<file path="config.mk">
export PLATFORM = sky130hd
export DESIGN_NAME = core_dbus_arbiter_flat
export DESIGN_NICKNAME = d
export VERILOG_FILES = /design/src/rtl/core_dbus_arbiter_if.sv /design/src/rtl/core_dbus_arbiter.sv /design/src/flat_wrapper.sv
export SDC_FILE = /design/constraint.sdc
export NUM_CORES = 1
export LEC_CHECK = 0
export BUFFER_PORTS_ARGS = -buffer_cell sky130_fd_sc_hd__buf_2
export CAP_MARGIN = 0
export CORE_AREA = 2 2 235 237
export CTS_BUF_LIST = sky130_fd_sc_hd__clkbuf_8
export DETAILED_ROUTE_END_ITERATION = 7
export DIE_AREA = 0 0 237 239
export PLACE_DENSITY = 0.34
export SLEW_MARGIN = 20
export SYNTH_ARGS = -nofsm -noshare
export SYNTH_HDL_FRONTEND = slang
export SYNTH_SLANG_ARGS = --single-unit
</file>
<file path="constraint.sdc">
create_clock -name clock -period 1.67 [get_ports clock]
set_clock_uncertainty 0.1 [all_clocks]
set_input_delay 0.167 -clock clock [delete_from_list [all_inputs] [get_ports clock]]
set_output_delay 0.167 -clock clock [all_outputs]
set_load 0.1 [all_outputs]
</file>
<file path="src/rtl/core_dbus_arbiter_if.sv">
// ----------------------------------------------------------------------------
// core_dbus_arbiter_if
// One peripheral data-bus channel: request (addr/wdata/store_type/valid)
// travelling from a requester to a responder, and the response
// (rdata/ready) travelling back.
//
// Modports
//   master : the requester side. It drives the request and receives the response.
//   slave  : the responder side. It receives the request and drives the response.
//
// Signals
//   addr        64       request address
//   wdata       64       request write data
//   store_type  ST_W     store type (nonzero = store, zero = load)
//   valid       1        request valid; the requester holds it until ready or abandon
//   rdata       64       response read data, meaningful while ready=1
//   ready       1        completion pulse
// ----------------------------------------------------------------------------
interface core_dbus_arbiter_if #(
    parameter int ST_W = 3
);
    typedef logic [ST_W-1:0] mem_store_type_t;

    logic [63:0]     addr;
    logic [63:0]     wdata;
    mem_store_type_t store_type;
    logic            valid;
    logic [63:0]     rdata;
    logic            ready;

    modport master (
        output addr,
        output wdata,
        output store_type,
        output valid,
        input  rdata,
        input  ready
    );

    modport slave (
        input  addr,
        input  wdata,
        input  store_type,
        input  valid,
        output rdata,
        output ready
    );
endinterface

</file>
<file path="src/rtl/core_dbus_arbiter.sv">
// ----------------------------------------------------------------------------
// core_dbus_arbiter
// Shares one peripheral data bus between two masters. m0 is the core
// MEM-stage data port and m1 is a secondary master such as debug or DMA.
// Arbitration is round-robin. The winner keeps the bus until its transaction
// completes, times out, or is abandoned. A watchdog ends a hung slave
// transaction with an error response.
//
// Ports
//   clock        in   system clock; all state changes on the rising edge
//   reset        in   synchronous, active-high
//   m0, m1       slave modport of core_dbus_arbiter_if (the masters' requests)
//   s            master modport of core_dbus_arbiter_if (the shared slave bus)
//   grant        out  index of the master owning the bus (meaningful while busy)
//   busy         out  1 while a transaction owns the bus
//   timeout_err  out  one-cycle pulse when the watchdog forces a completion
//
// Parameters
//   TIMEOUT_CYCLES  BUSY cycles without s.ready before a forced completion; 0 disables
//   TO_W            watchdog counter width; must be wide enough for TIMEOUT_CYCLES
//   ST_W            store-type width; must match the interface instances
// ----------------------------------------------------------------------------
module core_dbus_arbiter #(
    parameter int TIMEOUT_CYCLES = 255,
    parameter int TO_W           = 8,
    parameter int ST_W           = 3
) (
    input  logic                    clock,
    input  logic                    reset,
    core_dbus_arbiter_if.slave      m0,
    core_dbus_arbiter_if.slave      m1,
    core_dbus_arbiter_if.master     s,
    output logic                    grant,
    output logic                    busy,
    output logic                    timeout_err
);

    typedef enum logic [0:0] {
        ST_IDLE = 1'b0,
        ST_BUSY = 1'b1
    } state_e;

    localparam logic            WDOG_EN   = (TIMEOUT_CYCLES != 0);
    // Last BUSY cycle the watchdog tolerates. When the watchdog is disabled this
    // value is never used, because WDOG_EN gates every use of it.
    localparam logic [TO_W-1:0] WDOG_LAST = WDOG_EN ? TO_W'(TIMEOUT_CYCLES - 1) : {TO_W{1'b0}};
    localparam logic [63:0]     ERR_DATA  = 64'hDEAD_DEAD_DEAD_DEAD;

    state_e          state_q, state_d;
    logic            grant_q, grant_d;
    logic            last_q,  last_d;
    logic [TO_W-1:0] wdog_q,  wdog_d;

    // Request fields of whichever master currently holds the grant
    logic            g_valid_s;
    logic [63:0]     g_addr_s;
    logic [63:0]     g_wdata_s;
    logic [ST_W-1:0] g_store_s;

    // Response before it is steered to the granted master
    logic            rsp_ready_s;
    logic [63:0]     rsp_rdata_s;
    logic            done_s;
    logic            tout_s;

    // Select the granted master's request fields
    always_comb begin
        if (grant_q) begin
            g_valid_s = m1.valid;
            g_addr_s  = m1.addr;
            g_wdata_s = m1.wdata;
            g_store_s = m1.store_type;
        end else begin
            g_valid_s = m0.valid;
            g_addr_s  = m0.addr;
            g_wdata_s = m0.wdata;
            g_store_s = m0.store_type;
        end
    end

    // Next-state logic, slave-side request and completion/timeout detection
    always_comb begin
        state_d      = state_q;
        grant_d      = grant_q;
        last_d       = last_q;
        wdog_d       = wdog_q;
        s.addr       = 64'h0;
        s.wdata      = 64'h0;
        s.store_type = {ST_W{1'b0}};
        s.valid      = 1'b0;
        rsp_ready_s  = 1'b0;
        rsp_rdata_s  = 64'h0;
        done_s       = 1'b0;
        tout_s       = 1'b0;

        case (state_q)
            ST_IDLE: begin
                // s.ready is deliberately ignored here. The grant is taken now
                // and the bus is driven from the next cycle, so a request in
                // cycle N reaches s.valid no earlier than N+1.
                wdog_d = {TO_W{1'b0}};
                if (m0.valid && m1.valid) begin
                    grant_d = ~last_q;
                    state_d = ST_BUSY;
                end else if (m0.valid) begin
                    grant_d = 1'b0;
                    state_d = ST_BUSY;
                end else if (m1.valid) begin
                    grant_d = 1'b1;
                    state_d = ST_BUSY;
                end else begin
                    state_d = ST_IDLE;
                end
            end

            ST_BUSY: begin
                s.addr  = g_addr_s;
                s.wdata = g_wdata_s;
                s.valid = g_valid_s;
                // Only forward the store type with a live request, so the
                // slave never sees a store without a request.
                s.store_type = g_valid_s ? g_store_s : {ST_W{1'b0}};

                done_s = g_valid_s && s.ready;
                // A real s.ready in the final watchdog cycle takes priority
                // over the timeout.
                tout_s = WDOG_EN && g_valid_s && !s.ready && (wdog_q == WDOG_LAST);

                if (done_s) begin
                    rsp_ready_s = 1'b1;
                    rsp_rdata_s = s.rdata;
                end else if (tout_s) begin
                    rsp_ready_s = 1'b1;
                    rsp_rdata_s = ERR_DATA;
                end else begin
                    rsp_ready_s = 1'b0;
                end

                // Completion, timeout and abandon all release the bus. Recording
                // the finishing master as last hands any tie to the other one.
                if (!g_valid_s || done_s || tout_s) begin
                    state_d = ST_IDLE;
                    last_d  = grant_q;
                    wdog_d  = {TO_W{1'b0}};
                end else if (WDOG_EN) begin
                    wdog_d = wdog_q + TO_W'(1);
                end else begin
                    wdog_d = {TO_W{1'b0}};
                end
            end

            default: begin
                state_d = ST_IDLE;
            end
        endcase
    end

    // Steer the response to the granted master; the other master sees zeros
    always_comb begin
        m0.ready = 1'b0;
        m0.rdata = 64'h0;
        m1.ready = 1'b0;
        m1.rdata = 64'h0;
        if (grant_q) begin
            m1.ready = rsp_ready_s;
            m1.rdata = rsp_rdata_s;
        end else begin
            m0.ready = rsp_ready_s;
            m0.rdata = rsp_rdata_s;
        end
    end

    // Status outputs
    always_comb begin
        busy        = (state_q == ST_BUSY);
        grant       = grant_q;
        timeout_err = tout_s;
    end

    // State register. Reset drops any outstanding transaction, and m0 wins
    // the first tie after reset.
    always_ff @(posedge clock) begin
        if (reset) begin
            state_q <= ST_IDLE;
            grant_q <= 1'b0;
            last_q  <= 1'b1;
            wdog_q  <= {TO_W{1'b0}};
        end else begin
            state_q <= state_d;
            grant_q <= grant_d;
            last_q  <= last_d;
            wdog_q  <= wdog_d;
        end
    end

endmodule

</file>
<file path="src/flat_wrapper.sv">
// flat-port wrapper written by rule: the top's interface ports become plain ports
module core_dbus_arbiter_flat 
#(
    parameter int TIMEOUT_CYCLES = 255,
    parameter int TO_W           = 8,
    parameter int ST_W           = 3
)
  (clock, reset, grant, busy, timeout_err, m0_addr, m0_wdata, m0_store_type, m0_valid, m0_rdata, m0_ready, m1_addr, m1_wdata, m1_store_type, m1_valid, m1_rdata, m1_ready, s_addr, s_wdata, s_store_type, s_valid, s_rdata, s_ready);
  core_dbus_arbiter_if #(.ST_W(ST_W)) m0_i ();
  core_dbus_arbiter_if #(.ST_W(ST_W)) m1_i ();
  core_dbus_arbiter_if #(.ST_W(ST_W)) s_i ();
  input  logic clock;
  input  logic reset;
  output logic grant;
  output logic busy;
  output logic timeout_err;
  input wire logic [$bits(m0_i.addr)-1:0] m0_addr;
  input wire logic [$bits(m0_i.wdata)-1:0] m0_wdata;
  input wire logic [$bits(m0_i.store_type)-1:0] m0_store_type;
  input wire logic [$bits(m0_i.valid)-1:0] m0_valid;
  output wire logic [$bits(m0_i.rdata)-1:0] m0_rdata;
  output wire logic [$bits(m0_i.ready)-1:0] m0_ready;
  input wire logic [$bits(m1_i.addr)-1:0] m1_addr;
  input wire logic [$bits(m1_i.wdata)-1:0] m1_wdata;
  input wire logic [$bits(m1_i.store_type)-1:0] m1_store_type;
  input wire logic [$bits(m1_i.valid)-1:0] m1_valid;
  output wire logic [$bits(m1_i.rdata)-1:0] m1_rdata;
  output wire logic [$bits(m1_i.ready)-1:0] m1_ready;
  output wire logic [$bits(s_i.addr)-1:0] s_addr;
  output wire logic [$bits(s_i.wdata)-1:0] s_wdata;
  output wire logic [$bits(s_i.store_type)-1:0] s_store_type;
  output wire logic [$bits(s_i.valid)-1:0] s_valid;
  input wire logic [$bits(s_i.rdata)-1:0] s_rdata;
  input wire logic [$bits(s_i.ready)-1:0] s_ready;
  assign m0_i.addr = m0_addr;
  assign m0_i.wdata = m0_wdata;
  assign m0_i.store_type = m0_store_type;
  assign m0_i.valid = m0_valid;
  assign m0_rdata = m0_i.rdata;
  assign m0_ready = m0_i.ready;
  assign m1_i.addr = m1_addr;
  assign m1_i.wdata = m1_wdata;
  assign m1_i.store_type = m1_store_type;
  assign m1_i.valid = m1_valid;
  assign m1_rdata = m1_i.rdata;
  assign m1_ready = m1_i.ready;
  assign s_addr = s_i.addr;
  assign s_wdata = s_i.wdata;
  assign s_store_type = s_i.store_type;
  assign s_valid = s_i.valid;
  assign s_i.rdata = s_rdata;
  assign s_i.ready = s_ready;
  core_dbus_arbiter #(.TIMEOUT_CYCLES(TIMEOUT_CYCLES), .TO_W(TO_W), .ST_W(ST_W)) u_core (.clock(clock), .reset(reset), .m0(m0_i), .m1(m1_i), .s(s_i), .grant(grant), .busy(busy), .timeout_err(timeout_err));
endmodule
</file>
== Word level (Yosys, flattened, before mapping) ==
Cells that the tools add are included.
Word-level totals
  input bits: 331
  word-level logic and storage cells: 49
  register bits after elaboration: 11
Cells by class
  bitwise logic cells: 2
  add/sub/neg operators: 1
  equal/unequal tests: 1
  reductions and logical operators: 11
  mux-type cells: 30
Operators by type and width (count)
  64-bit 2-to-1 mux: 9
  8-bit one-hot mux with 2 select lines: 1
  1-bit 2-to-1 mux: 15
  3-bit 2-to-1 mux: 3
  8-bit by 1-bit adder with 8-bit output (second input constant): 1
  8-bit == test (second input constant): 1
  8-bit 2-to-1 mux: 1
  1-bit logical AND: 4
  2-bit AND reduction: 2
  3-bit nonzero test: 1
  1-bit zero test: 2
  1-bit logical OR: 2
  1-bit NOT: 2
  1-bit one-hot mux with 2 select lines: 1

== Logic depth before layout (Yosys ltp) ==
Gate-level depths: netlist (run 1).
  word-level depth: 7
  depth in mapped cells: 6
  gate-level depth less buffers: 5

== Worst setup path before layout (run 1) ==
No wires, ideal clock.
  kind: flip-flop to output port
  start: register u_core.state_q, in the netlist u_core.busy
  end: output timeout_err
  path slack: -3.015 ns
  cell stages (with the launch flop): 5
  data required time: 1.403 ns
  arrival: 4.418 ns
  path through: dfxtp_1 buf_2 buf_2 nand2_1 nor4_1
On the way
  cells in the longest elaborated chain, start to end: 1
Ends and longest elaborated chain
  start, declared: line core_dbus_arbiter.sv:49  | state_e state_q, state_d;
  start signal, assigned: line core_dbus_arbiter.sv:189  | state_q <= state_d;
  1-bit 2-to-1 mux: line core_dbus_arbiter.sv:96  | case (state_q)
  end, declared: line flat_wrapper.sv:16  | output logic timeout_err;
No other way between the ends.

== Worst setup path in the final report (run 1) ==
  start: register u_core.wdog_q[0]
  end: output m1_rdata[10]
On the way
  cells in the longest elaborated chain, start to end: 6
Ends and longest elaborated chain
  start, declared: line core_dbus_arbiter.sv:52  | logic [TO_W-1:0] wdog_q, wdog_d;
  start signal, assigned: line core_dbus_arbiter.sv:187  | wdog_q <= {TO_W{1'b0}};
  start signal, assigned: line core_dbus_arbiter.sv:192  | wdog_q <= wdog_d;
  8-bit == test: line core_dbus_arbiter.sv:127  | tout_s = WDOG_EN && g_valid_s && !s.ready && (wdog_q == WDOG_LAST);
  1-bit logical AND: line core_dbus_arbiter.sv:127
  64-bit 2-to-1 mux: line core_dbus_arbiter.sv:132  | end else if (tout_s) begin
  64-bit 2-to-1 mux: line core_dbus_arbiter.sv:129  | if (done_s) begin
  64-bit 2-to-1 mux: line core_dbus_arbiter.sv:96
  64-bit 2-to-1 mux: line core_dbus_arbiter.sv:164  | if (grant_q) begin
  end, declared: line flat_wrapper.sv:27  | output wire logic [$bits(m1_i.rdata)-1:0] m1_rdata;
No other way between the ends.

==> run summary, run 1 <==
SETUP PATH
--------------------------------------------------------------------------------------
Class of the most critical setup path                                       reg -> out
Kind of start point of the critical path                                     flip-flop
Critical Path AT                                                               1.79 ns
Critical Path RT                                                               1.40 ns
Critical path fanouts, max                                                           8
Capturing element type of the critical path                                output port
Slowest cell delay on critical path                                            0.33 ns
Crit path top cell by count                                                     buf_12
Series of cell instances along the critical path                          inv_2 -> ha_4 -> and3_4 -> a21oi_4 -> buf_12 -> clkbuf_16 -> nor3_4 -> buf_12
Critical-path cell with the highest stage delay                                dfxtp_2

YOSYS
--------------------------------------------------------------------------------------
Instance count of the mapped netlist                                               607
Yosys warning count                                                                  0
Count of flip-flops with a built-in enable after synthesis                           0
Synthesized area divided by synthesized cell count                            6.61 µm²
Synthesized flop and latch total                                                    11
Fraction of registers with async set or reset after synthesis                        0
Top FF cell, synth                                                             dfxtp_1
Cell area after synthesis                                                     4010 µm²
Number of different library cells in the post-synthesis netlist                     35
Net Count, Synth                                                                   940
Sequential fraction of the synthesis area                                       0.0549

WORST HOLD PATH
--------------------------------------------------------------------------------------
Hold WC Path Type                                                            in -> reg

ROUTE
--------------------------------------------------------------------------------------
Remaining number of nets flagged by the antenna check after routing                  0
First-iteration detailed-routing DRC count                                         120
Final WL                                                                       31.2 mm
DR DRC count                                                                         0
Average via count per standard cell                                               3.53
Router iterations before antenna repair                                              4
Via count                                                                         6948
Post-detailed-route wirelength per cell                                        15.9 µm

STA
--------------------------------------------------------------------------------------
Final Slew Violations                                                                0
Hold Worst Slack                                                             0.0445 ns
Min setup slack post-route                                                   -0.390 ns
Number of failing hold endpoints at the final stage                                  0
Slew Limit Headroom                                                              0.739
Ratio of final minimum period to clock period                                     1.23
Final setup violation count                                                        263
Setup TNS                                                                    -66.04 ns
Max frequency                                                                  485 MHz
Slew at the pin closest to its max-slew limit                                 0.382 ns
Setup repair after global routing missed its margin                               true
Clock period minus worst slack                                                 2.06 ns

CLOCK TREE
--------------------------------------------------------------------------------------
Number of buffers inserted for hold repair after clock tree synthesis                0
Clk pin slew, worst setup/hold paths                                           0.05 ns
Clock buffers created by TritonCTS                                                   3
Clk buf depth                                                                        2
TritonCTS clock tree                                                             built
CTS sink count                                                                      11
Clk_lat worst skew                                                             0.24 ns
Clock tree root buffer cell                                                   clkbuf_8
Number of H-tree levels                                                              1

GRT
--------------------------------------------------------------------------------------
Vias in the first global route                                                    7260
Met1 demand-to-capacity share in global routing                                  0.112
Total gr overflow                                                                    0
M2 GR Usage                                                                      0.203
Highest-utilization routing layer at the global route stage                       met2
Largest net degree at the start of global routing                                   74
Wire length of the first global-routing pass                                   44.9 mm
Met3 routing resource usage after global routing                                0.0223
Global router's overall resource usage                                           0.102
Initial antenna violation count                                                      4

POWER AND IR DROP
--------------------------------------------------------------------------------------
Largest vdd supply drop                                                       0.263 mV
Power density of the placed cells                                           450 nW/µm²
Leakage power figure                                                           6.37 nW

FLOORPLAN
--------------------------------------------------------------------------------------
Number of core rows                                                                 86
Starting density of the core                                                    0.0738
Chip Height                                                                     239 µm
Die width                                                                       237 µm
Floorplan core area                                                          54300 µm²
Area of the die                                                              56600 µm²
Top-level I/O count                                                                596

STATUS
--------------------------------------------------------------------------------------
Violated checks                                                           negative setup slack
Outcome                                                                   complete, but fails checks

PLACE
--------------------------------------------------------------------------------------
Port Buf Inserts                                                                   595
HPWL after detailed placement                                                  25.7 mm
Placed Cells                                                                      1923
Weighted congestion reported at the end of routability-driven placement          0.769

FINISH
--------------------------------------------------------------------------------------
Fraction of the core area covered by cells at the end of the flow                0.306
Layout Cells excl Fill                                                            1966
Number of nets at the end of the flow                                             1595
Synthesis-to-finish area growth                                                   314%
Fraction of layout instances using a drive strength above 1                      0.875
Fill cell count                                                                   5475

JOB
--------------------------------------------------------------------------------------
Max-cap viol count                                                                   0

[registers in the layout, summed over array words and instances, names as in the netlist]
signal / cells
u_core.wdog_q: 8
u_core.busy: 1
u_core.grant: 1
u_core.last_q: 1
[critical path, delay by kind of cell, from the launching register on]
kind                       cells  cell delay [ns]
adders and majority gates      1             0.15
and+or+nand+nor                2             0.21
buffers and inverters          4             0.60
DFF                            1             0.33
AOI/OAI and AO/OA              1             0.25
[cells in the mapped netlist, drive strengths merged (3+ instances only)]
library cell  number  area share
mux2i            131        0.33
buf               27       0.038
or3                3      0.0047
inv                7      0.0066
o21ai              5      0.0072
nand3              4      0.0062
nor2b            128        0.20
nand2              4      0.0037
a21oi              3      0.0047
and2              40       0.062
dfxtp             11       0.055
clkbuf            35       0.033
nor3              91        0.11
a211oi             5      0.0094
nor2              95       0.089
[cell type report]
| type | instances | area (µm²) | share of cell area |
|---|---|---|---|
| antenna | 1 | 2.50 | 0.000151 |
| clock buffer | 3 | 41.3 | 0.00248 |
| clock inverter | 1 | 3.75 | 0.000226 |
| inverter | 7 | 30.0 | 0.00181 |
| multi-input combinational | 527 | 6660 | 0.400 |
| sequential | 11 | 230 | 0.0138 |
| tap | 704 | 881 | 0.0530 |
| timing repair buffer | 712 | 8780 | 0.528 |
[metrics by stage]
stage               worst slack (ns)  power, W  instance area, µm²
floorplan                     -0.625   0.00412                6430
global placement              -0.189   0.00643               14600
detailed placement            -0.175   0.00644               14600
CTS                           -0.430   0.00748               16400
global route                  -0.460   0.00775               16600
finish                        -0.390   0.00749               16600
[where the power goes]
group          switching [W]  leakage (nW)  internal, W  total (W)
logic                0.00401          6.25      0.00293    0.00694
clock network       0.000101        0.0269     0.000161   0.000263
registers          0.0000123        0.0916     0.000271   0.000284
[cells in the final DEF, fill, tap and decap left out, drive strengths merged, types with 2 or more instances in the layout]
cell type  netlist  layout
buf             27     709
mux2i          131     131
nor2b          128     128
nor2            95      95
nor3            91      91
and2            40      40
dfxtp           11      11
inv              7       7
clkbuf          35       6
o21ai            5       5
a211oi           5       5
nand2            4       4
nand3            4       4
or3              3       3
a21oi            3       3
nand4            2       2
xor2             2       2
nand3b           2       2
ha               2       2
[final timing paths]
kind | from | endpoint | slack (ns) | depth (start not counted)
max | u_core.wdog_q[0] | m1_rdata[10] | -0.39 | 8
min | reset | u_core.grant | 0.04 | 2
max reg2reg | u_core.grant | u_core.busy | 0.06 | 6
min reg2reg | u_core.wdog_q[0] | u_core.wdog_q[0] | 0.41 | 2
[timing repair]
action | 4_1_cts | 5_1_grt
pin swaps | 30 | 10
gates resized for setup | 222 | 37
cloned | 7 | 3
setup endpoints to repair | 263 | 264
setup buffers | 35 | 11
[layer usage]
layer | vias up | share of wire
li1 | 3378 | -
met1 | 3231 | 0.36
met2 | 323 | 0.56
met3 | 14 | 0.070
met4 | 2 | 0.0064
met5 | - | 0.00054
[logic make-up (layout without fill, tap and decap cells)]
logic type	count (synthesis)	after routing	synth area share
and+or+nand+nor	372	372	0.493
muxes	132	132	0.330
buffers and inverters	69	723	0.0780
AOI/OAI and AO/OA	18	18	0.0321
DFF	11	11	0.0549
xor gates and xnor gates	3	3	0.00655
adders and majority gates	2	2	0.00624
other	0	1	0
No activity file was read; power rests on OpenSTA's default activity.
==> run 2, diff against run 1 <==
- CELL_PAD_IN_SITES_DETAIL_PLACEMENT: unset -> 0
- CELL_PAD_IN_SITES_GLOBAL_PLACEMENT: unset -> 1
- CORE_AREA: 2 2 235 237 -> 2 2 229 231
- DIE_AREA: 0 0 237 239 -> 0 0 231 233
- PLACE_DENSITY: 0.34 -> 0.49
==> run summary, run 2 (synthesis results as in run 1) <==
POWER AND IR DROP
--------------------------------------------------------------------------------------
Leakage power figure                                                           6.33 nW   -0.63%
Power density of the placed cells                                           452 nW/µm²   +0.41%
Largest vdd supply drop                                                       0.306 mV   +16%
Overall power consumption                                                    0.00750 W   +0.13%

ROUTE
--------------------------------------------------------------------------------------
Via count                                                                         7050   +1.5%
DR DRC count                                                                         0   unchanged
Average via count per standard cell                                               3.64   +3.1%
Remaining number of nets flagged by the antenna check after routing                  0   unchanged
Post-detailed-route wirelength per cell                                        17.0 µm   +6.9%
Final WL                                                                       32.8 mm   +5.2%
Router iterations before antenna repair                                              4   unchanged
First-iteration detailed-routing DRC count                                         176   +47%

PLACE
--------------------------------------------------------------------------------------
Port Buf Inserts                                                                   595   unchanged
HPWL after detailed placement                                                  26.3 mm   +2.6%
Weighted congestion reported at the end of routability-driven placement          0.792   +2.9%
Placed Cells                                                                      1884   -2.0%
Dpl cell area                                                                14400 µm²   -1.6%

GRT
--------------------------------------------------------------------------------------
Largest net degree at the start of global routing                                   76   +2.7%
Total gr overflow                                                                    0   unchanged
Vias in the first global route                                                    7501   +3.3%
Global router's overall resource usage                                           0.113   +0.0103
Wire length of the first global-routing pass                                   46.5 mm   +3.5%
Initial antenna violation count                                                      3   -1

SETUP PATH
--------------------------------------------------------------------------------------
Launch point of the critical path                                         u_core.wdog_q[0]
Critical R2R Launch                                                       u_core.wdog_q[5]
Minimum setup slack among reg-to-reg paths                                     0.07 ns   about the same
Critical-path cell with the highest stage delay                                dfxtp_2
Critical path fanouts, max                                                          20   +12
CP Capture Point                                                          m1_rdata[27]
Terminus of the critical flop-to-flop path                                u_core.wdog_q[6]
Crit path top cell by count                                                     buf_12
Slowest cell delay on critical path                                            0.32 ns   about the same
Critical Path AT                                                               1.74 ns   -0.05 ns
Class of the most critical setup path                                       reg -> out
Worst R2R Path Depth                                                                 5   -1
Series of cell instances along the critical path                          inv_2 -> ha_4 -> and3_4 -> a21oi_4 -> buf_12 -> buf_12 -> nor3_4 -> buf_12
Kind of start point of the critical path                                     flip-flop
Critical Path RT                                                               1.40 ns   about the same
Capturing element type of the critical path                                output port

FLOORPLAN
--------------------------------------------------------------------------------------
Floorplan core area                                                          51100 µm²   -6.0%
Top-level I/O count                                                                596   unchanged
Number of core rows                                                                 83   -3.5%
Starting density of the core                                                    0.0785   +0.00469
Area of the die                                                              53800 µm²   -5.0%
Chip Height                                                                     233 µm   -2.5%
Die width                                                                       231 µm   -2.5%

STA
--------------------------------------------------------------------------------------
Max frequency                                                                  498 MHz   +2.6%
Min setup slack post-route                                                   -0.338 ns   +0.0522 ns
Clock period minus worst slack                                                 2.01 ns   -0.0522 ns
Number of failing hold endpoints at the final stage                                  0   unchanged
Ratio of final minimum period to clock period                                     1.20   -0.0312
Final setup violation count                                                        263   unchanged
Setup TNS                                                                    -60.74 ns   +5.30 ns
Final Slew Violations                                                                0   unchanged
Slew at the pin closest to its max-slew limit                                 0.405 ns   +0.0233 ns
Setup repair after global routing missed its margin                               true
Slew Limit Headroom                                                              0.730   -0.00893

FINISH
--------------------------------------------------------------------------------------
Layout Cells excl Fill                                                            1935   -1.6%
Number of flip-flops in the largest register                                         8   unchanged
Fraction of the core area covered by cells at the end of the flow                0.324   +0.0186
Fill cell count                                                                   5173   -5.5%
Most frequent standard cell in the layout excluding fill and tap cells           buf_2
Most used cells in the layout excluding fill and tap cells                buf_2, buf_12, mux2i_4
Number of nets at the end of the flow                                             1588   -0.44%
Fraction of layout instances using a drive strength above 1                      0.882   +0.00648
Final Cell Area                                                              16600 µm²   -0.27%
Synthesis-to-finish area growth                                                   313%
Register bank with the most flops                                         u_core.wdog_q

CLOCK TREE
--------------------------------------------------------------------------------------
Clk pin slew, worst setup/hold paths                                           0.05 ns   about the same
Clock tree root buffer cell                                                   clkbuf_8
TritonCTS clock tree                                                             built
Clk buf depth                                                                        2   unchanged
Number of buffers inserted for hold repair after clock tree synthesis                0   unchanged
CTS sink count                                                                      11   unchanged
Number of H-tree levels                                                              1   unchanged
Clock buffers created by TritonCTS                                                   3   unchanged
Clk_lat worst skew                                                             0.24 ns   about the same

STATUS
--------------------------------------------------------------------------------------
Violated checks                                                           negative setup slack
Outcome                                                                   complete, but fails checks

WORST HOLD PATH
--------------------------------------------------------------------------------------
Hold WC Path Type                                                            in -> reg

JOB
--------------------------------------------------------------------------------------
Max-cap viol count                                                                   0   unchanged

[run 2: cell count changes in the layout (fill, tap and decap cells not counted), sizes merged]
cell,change
clkbuf,+2
buf,-9
[run 2: worst min path at each step]
stage | startpoint | to | slack [ns] | cells past startpoint
after floorplan | reset | u_core.grant | 0.13 | 1
after global placement | reset | u_core.grant | 0.29 | 2
after detailed placement | reset | u_core.grant | 0.30 | 2
after CTS | reset | u_core.grant | 0.05 | 2
after global routing | reset | u_core.grant | 0.06 | 2
final | reset | u_core.grant | 0.05 | 2
[run 2: layer usage]
layer | track usage | vias up | wire [µm]
li1 | - | 3361 | -
met1 | 0.119 | 3345 | 11300
met2 | 0.226 | 326 | 18800
met3 | 0.0259 | 14 | 2350
met4 | 0.0181 | 4 | 363
met5 | 0 | - | 27
[run 2: cell type report]
| type | count | area (µm²) | area share |
|---|---|---|---|
| clock inverter | 1 | 3.75 | 0.000226 |
| antenna | 1 | 2.50 | 0.000151 |
| timing repair buffer | 705 | 8670 | 0.523 |
| inverter | 7 | 30.0 | 0.00181 |
| multi-input combinational | 527 | 6750 | 0.407 |
| sequential | 11 | 234 | 0.0141 |
| clock buffer | 3 | 41.3 | 0.00249 |
| tap | 680 | 851 | 0.0513 |
[run 2: what timing repair did]
action,CTS,global route
buffers inserted,25,18
pin swaps,59,30
endpoints found under the hold margin,0,0
gates resized for setup,197,81
gates cloned,11,5
endpoints found under the setup margin,263,266
[run 2: power by group]
| group | leakage (nW) | internal, W | switching, W |
|---|---|---|---|
| sequential | 0.0931 | 0.000272 | 0.0000155 |
| combinational | 6.21 | 0.00292 | 0.00404 |
| clock | 0.0269 | 0.000161 | 0.0000962 |
[run 2: worst max-delay path, delay by kind of cell (launching register included)]
kind / cells / cell delay (ns)
buf+inv: 4 / 0.61
fa+ha+maj: 1 / 0.12
simple gates: 2 / 0.39
compound gates: 1 / 0.06
flops: 1 / 0.32
[run 2: metrics by stage]
stage                     hold WS [ns]  setup slack, ns
final                           0.0455           -0.338
after global routing            0.0589           -0.414
after CTS                       0.0515           -0.385
after detailed placement         0.297           -0.157
after global placement           0.290           -0.185
after floorplan                  0.126           -0.625
==> run 3, diff against run 2 <==
- SETUP_SLACK_MARGIN: unset -> 0.4
==> run summary, run 3 (synthesis results as in run 1) <==
STATUS
--------------------------------------------------------------------------------------
Outcome                                                                   complete, but fails checks
Violated checks                                                           negative setup slack

STA
--------------------------------------------------------------------------------------
Final setup violation count                                                        264   +0.38%
Clock period minus worst slack                                                 2.01 ns   +0.00678 ns
Max frequency                                                                  496 MHz   -0.34%
Number of failing hold endpoints at the final stage                                  0   unchanged
Ratio of final minimum period to clock period                                     1.21   +0.00406
Setup repair after global routing missed its margin                               true
Final Slew Violations                                                                0   unchanged
Min setup slack post-route                                                   -0.345 ns   -0.00678 ns
Slew at the pin closest to its max-slew limit                                 0.443 ns   +0.0380 ns
Slew Limit Headroom                                                              0.704   -0.0265

ROUTE
--------------------------------------------------------------------------------------
DR DRC count                                                                         0   unchanged
Remaining number of nets flagged by the antenna check after routing                  0   unchanged
Final WL                                                                       32.4 mm   -1.3%
Router iterations before antenna repair                                              4   unchanged
First-iteration detailed-routing DRC count                                         166   -5.7%
Average via count per standard cell                                               3.62   -0.75%
Post-detailed-route wirelength per cell                                        16.4 µm   -3.1%
Via count                                                                         7131   +1.1%

SETUP PATH
--------------------------------------------------------------------------------------
Critical Path AT                                                               1.75 ns   about the same
Minimum setup slack among reg-to-reg paths                                     0.12 ns   +0.05 ns
Crit path buffers/inverters                                                          5   +1
Terminus of the critical flop-to-flop path                                u_core.wdog_q[6]
Crit path top cell by count                                                     buf_12
Slowest cell delay on critical path                                            0.38 ns   +0.06 ns
Class of the most critical setup path                                       reg -> out
Critical Path RT                                                               1.40 ns   about the same
Kind of cell adding the most delay to the critical path                   buffers and inverters
Kind of start point of the critical path                                     flip-flop
Worst R2R Path Depth                                                                 7   +2
Series of cell instances along the critical path                          buf_12 -> buf_12 -> buf_16 -> buf_12 -> mux2i_4 -> nor2b_4 -> buf_12
Capturing element type of the critical path                                output port
Critical R2R Launch                                                       u_core.wdog_q[4]
Critical-path cell with the highest stage delay                                dfxtp_4
Critical path fanouts, max                                                           6   -70%

FLOORPLAN
--------------------------------------------------------------------------------------
Number of core rows                                                                 83   unchanged
Area of the die                                                              53800 µm²   unchanged
Chip Height                                                                     233 µm   unchanged
Floorplan core area                                                          51100 µm²   unchanged
Starting density of the core                                                    0.0785   unchanged
Top-level I/O count                                                                596   unchanged
Die width                                                                       231 µm   unchanged

GRT
--------------------------------------------------------------------------------------
Vias in the first global route                                                    7610   +1.5%
Largest net degree at the start of global routing                                   68   -11%
Initial antenna violation count                                                      1   -2
Global router's overall resource usage                                           0.110   -0.00281
Wire length of the first global-routing pass                                   45.7 mm   -1.6%
Total gr overflow                                                                    0   unchanged

JOB
--------------------------------------------------------------------------------------
Max-cap viol count                                                                   0   unchanged

PLACE
--------------------------------------------------------------------------------------
Dpl cell area                                                                14700 µm²   +2.0%
Pre-CTS setup slack                                                          -0.125 ns   +0.0326 ns
Weighted congestion reported at the end of routability-driven placement          0.831   +5.0%
Port Buf Inserts                                                                   595   unchanged
HPWL after detailed placement                                                  25.9 mm   -1.6%

WORST HOLD PATH
--------------------------------------------------------------------------------------
Hold WC Path Type                                                            in -> reg
Worst Min Path Start                                                             reset
Worst Hold Endpoint                                                       u_core.grant
Cell count of the worst hold path                                                    2   unchanged

POWER AND IR DROP
--------------------------------------------------------------------------------------
Leakage power figure                                                           6.60 nW   +4.2%
Power density of the placed cells                                           446 nW/µm²   -1.3%
Largest vdd supply drop                                                       0.249 mV   -18%

FINISH
--------------------------------------------------------------------------------------
Fraction of the core area covered by cells at the end of the flow                0.335   +0.0101
Fill cell count                                                                   5114   -1.1%
Register bank with the most flops                                         u_core.wdog_q
FF/Latch Area                                                                  235 µm²   +0.54%
Combined area of the multi-input logic cells                                  6730 µm²   -0.24%
Fraction of layout instances using a drive strength above 1                      0.884   +0.00252
Synthesis-to-finish area growth                                                   326%
Number of flip-flops in the largest register                                         8   unchanged
Most used cells in the layout excluding fill and tap cells                buf_2, buf_12, mux2i_4
Final Cell Area                                                              17100 µm²   +3.1%
Number of nets at the end of the flow                                             1624   +2.3%
Most frequent standard cell in the layout excluding fill and tap cells           buf_2

CLOCK TREE
--------------------------------------------------------------------------------------
Number of H-tree levels                                                              1   unchanged
Clk buf depth                                                                        2   unchanged
Clock buffers created by TritonCTS                                                   3   unchanged
Clk_lat worst skew                                                             0.24 ns   about the same
Clk pin slew, worst setup/hold paths                                           0.05 ns   about the same
TritonCTS clock tree                                                             built
Number of buffers inserted for hold repair after clock tree synthesis                0   unchanged
CTS sink count                                                                      11   unchanged
Clock tree root buffer cell                                                   clkbuf_8

run 3: cell count changes in the layout (fill, tap and decap cells not counted), sizes merged:
cell	previous run	this run
buf	700	736
clkbuf	8	7
diode	1	2
nand3b	2	3
run 3: area by class of cell:
type                            instances  share of cell area
Timing Repair Buffer                  740               0.538
Antenna cell                            2            0.000293
Sequential cell                        11              0.0138
Clock inverter                          1            0.000220
Clock buffer                            3             0.00242
Tap cell                              680              0.0498
Inverter                                7             0.00176
Multi-Input combinational cell        528               0.394
run 3: per-stage QoR:
stage               TNS [ns]  cells  power, W  hold slack (ns)
detailed placement     -8.27   1899   0.00644            0.364
global placement       -9.39   1899   0.00642            0.336
CTS                   -72.05   1945   0.00753            0.115
finish                -68.32   1972   0.00763            0.133
global route          -84.60   1970   0.00790            0.148
floorplan             -98.59    607   0.00412            0.126
run 3: routing by layer:
layer,wire (µm),share of wire,vias up,global-route usage
met5,0,0,-,0
met4,422,0.013,0,0.0208
met3,2340,0.072,23,0.0227
met2,18000,0.56,346,0.216
met1,11600,0.36,3324,0.120
li1,-,-,3438,-
run 3: how the worst max path moves through the flow:
stage | startpoint | end | cells past startpoint
6_report | u_core.grant | s_addr[58] | 7
3_5_place_dp | u_core.wdog_q[0] | m1_rdata[23] | 8
5_1_grt | u_core.wdog_q[0] | m0_rdata[43] | 8
3_3_place_gp | u_core.wdog_q[0] | m1_rdata[10] | 8
2_1_floorplan | u_core.busy | m1_rdata[19] | 4
4_1_cts | u_core.wdog_q[0] | m1_rdata[25] | 8
run 3: repair_timing:
| item | in CTS | in global routing |
|---|---|---|
| gates resized for setup | 221 | 39 |
| setup buffers | 32 | 18 |
| endpoints found under the setup margin | 275 | 275 |
| cloned | 10 | 7 |
| pin swaps | 52 | 33 |
run 3: where the power goes:
| part | leakage (nW) | total [W] | internal, W | switching, W |
|---|---|---|---|---|
| Combinational | 6.48 | 0.00707 | 0.00303 | 0.00405 |
| Sequential | 0.0936 | 0.000289 | 0.000271 | 0.0000174 |
| Clock | 0.0269 | 0.000265 | 0.000162 | 0.000104 |
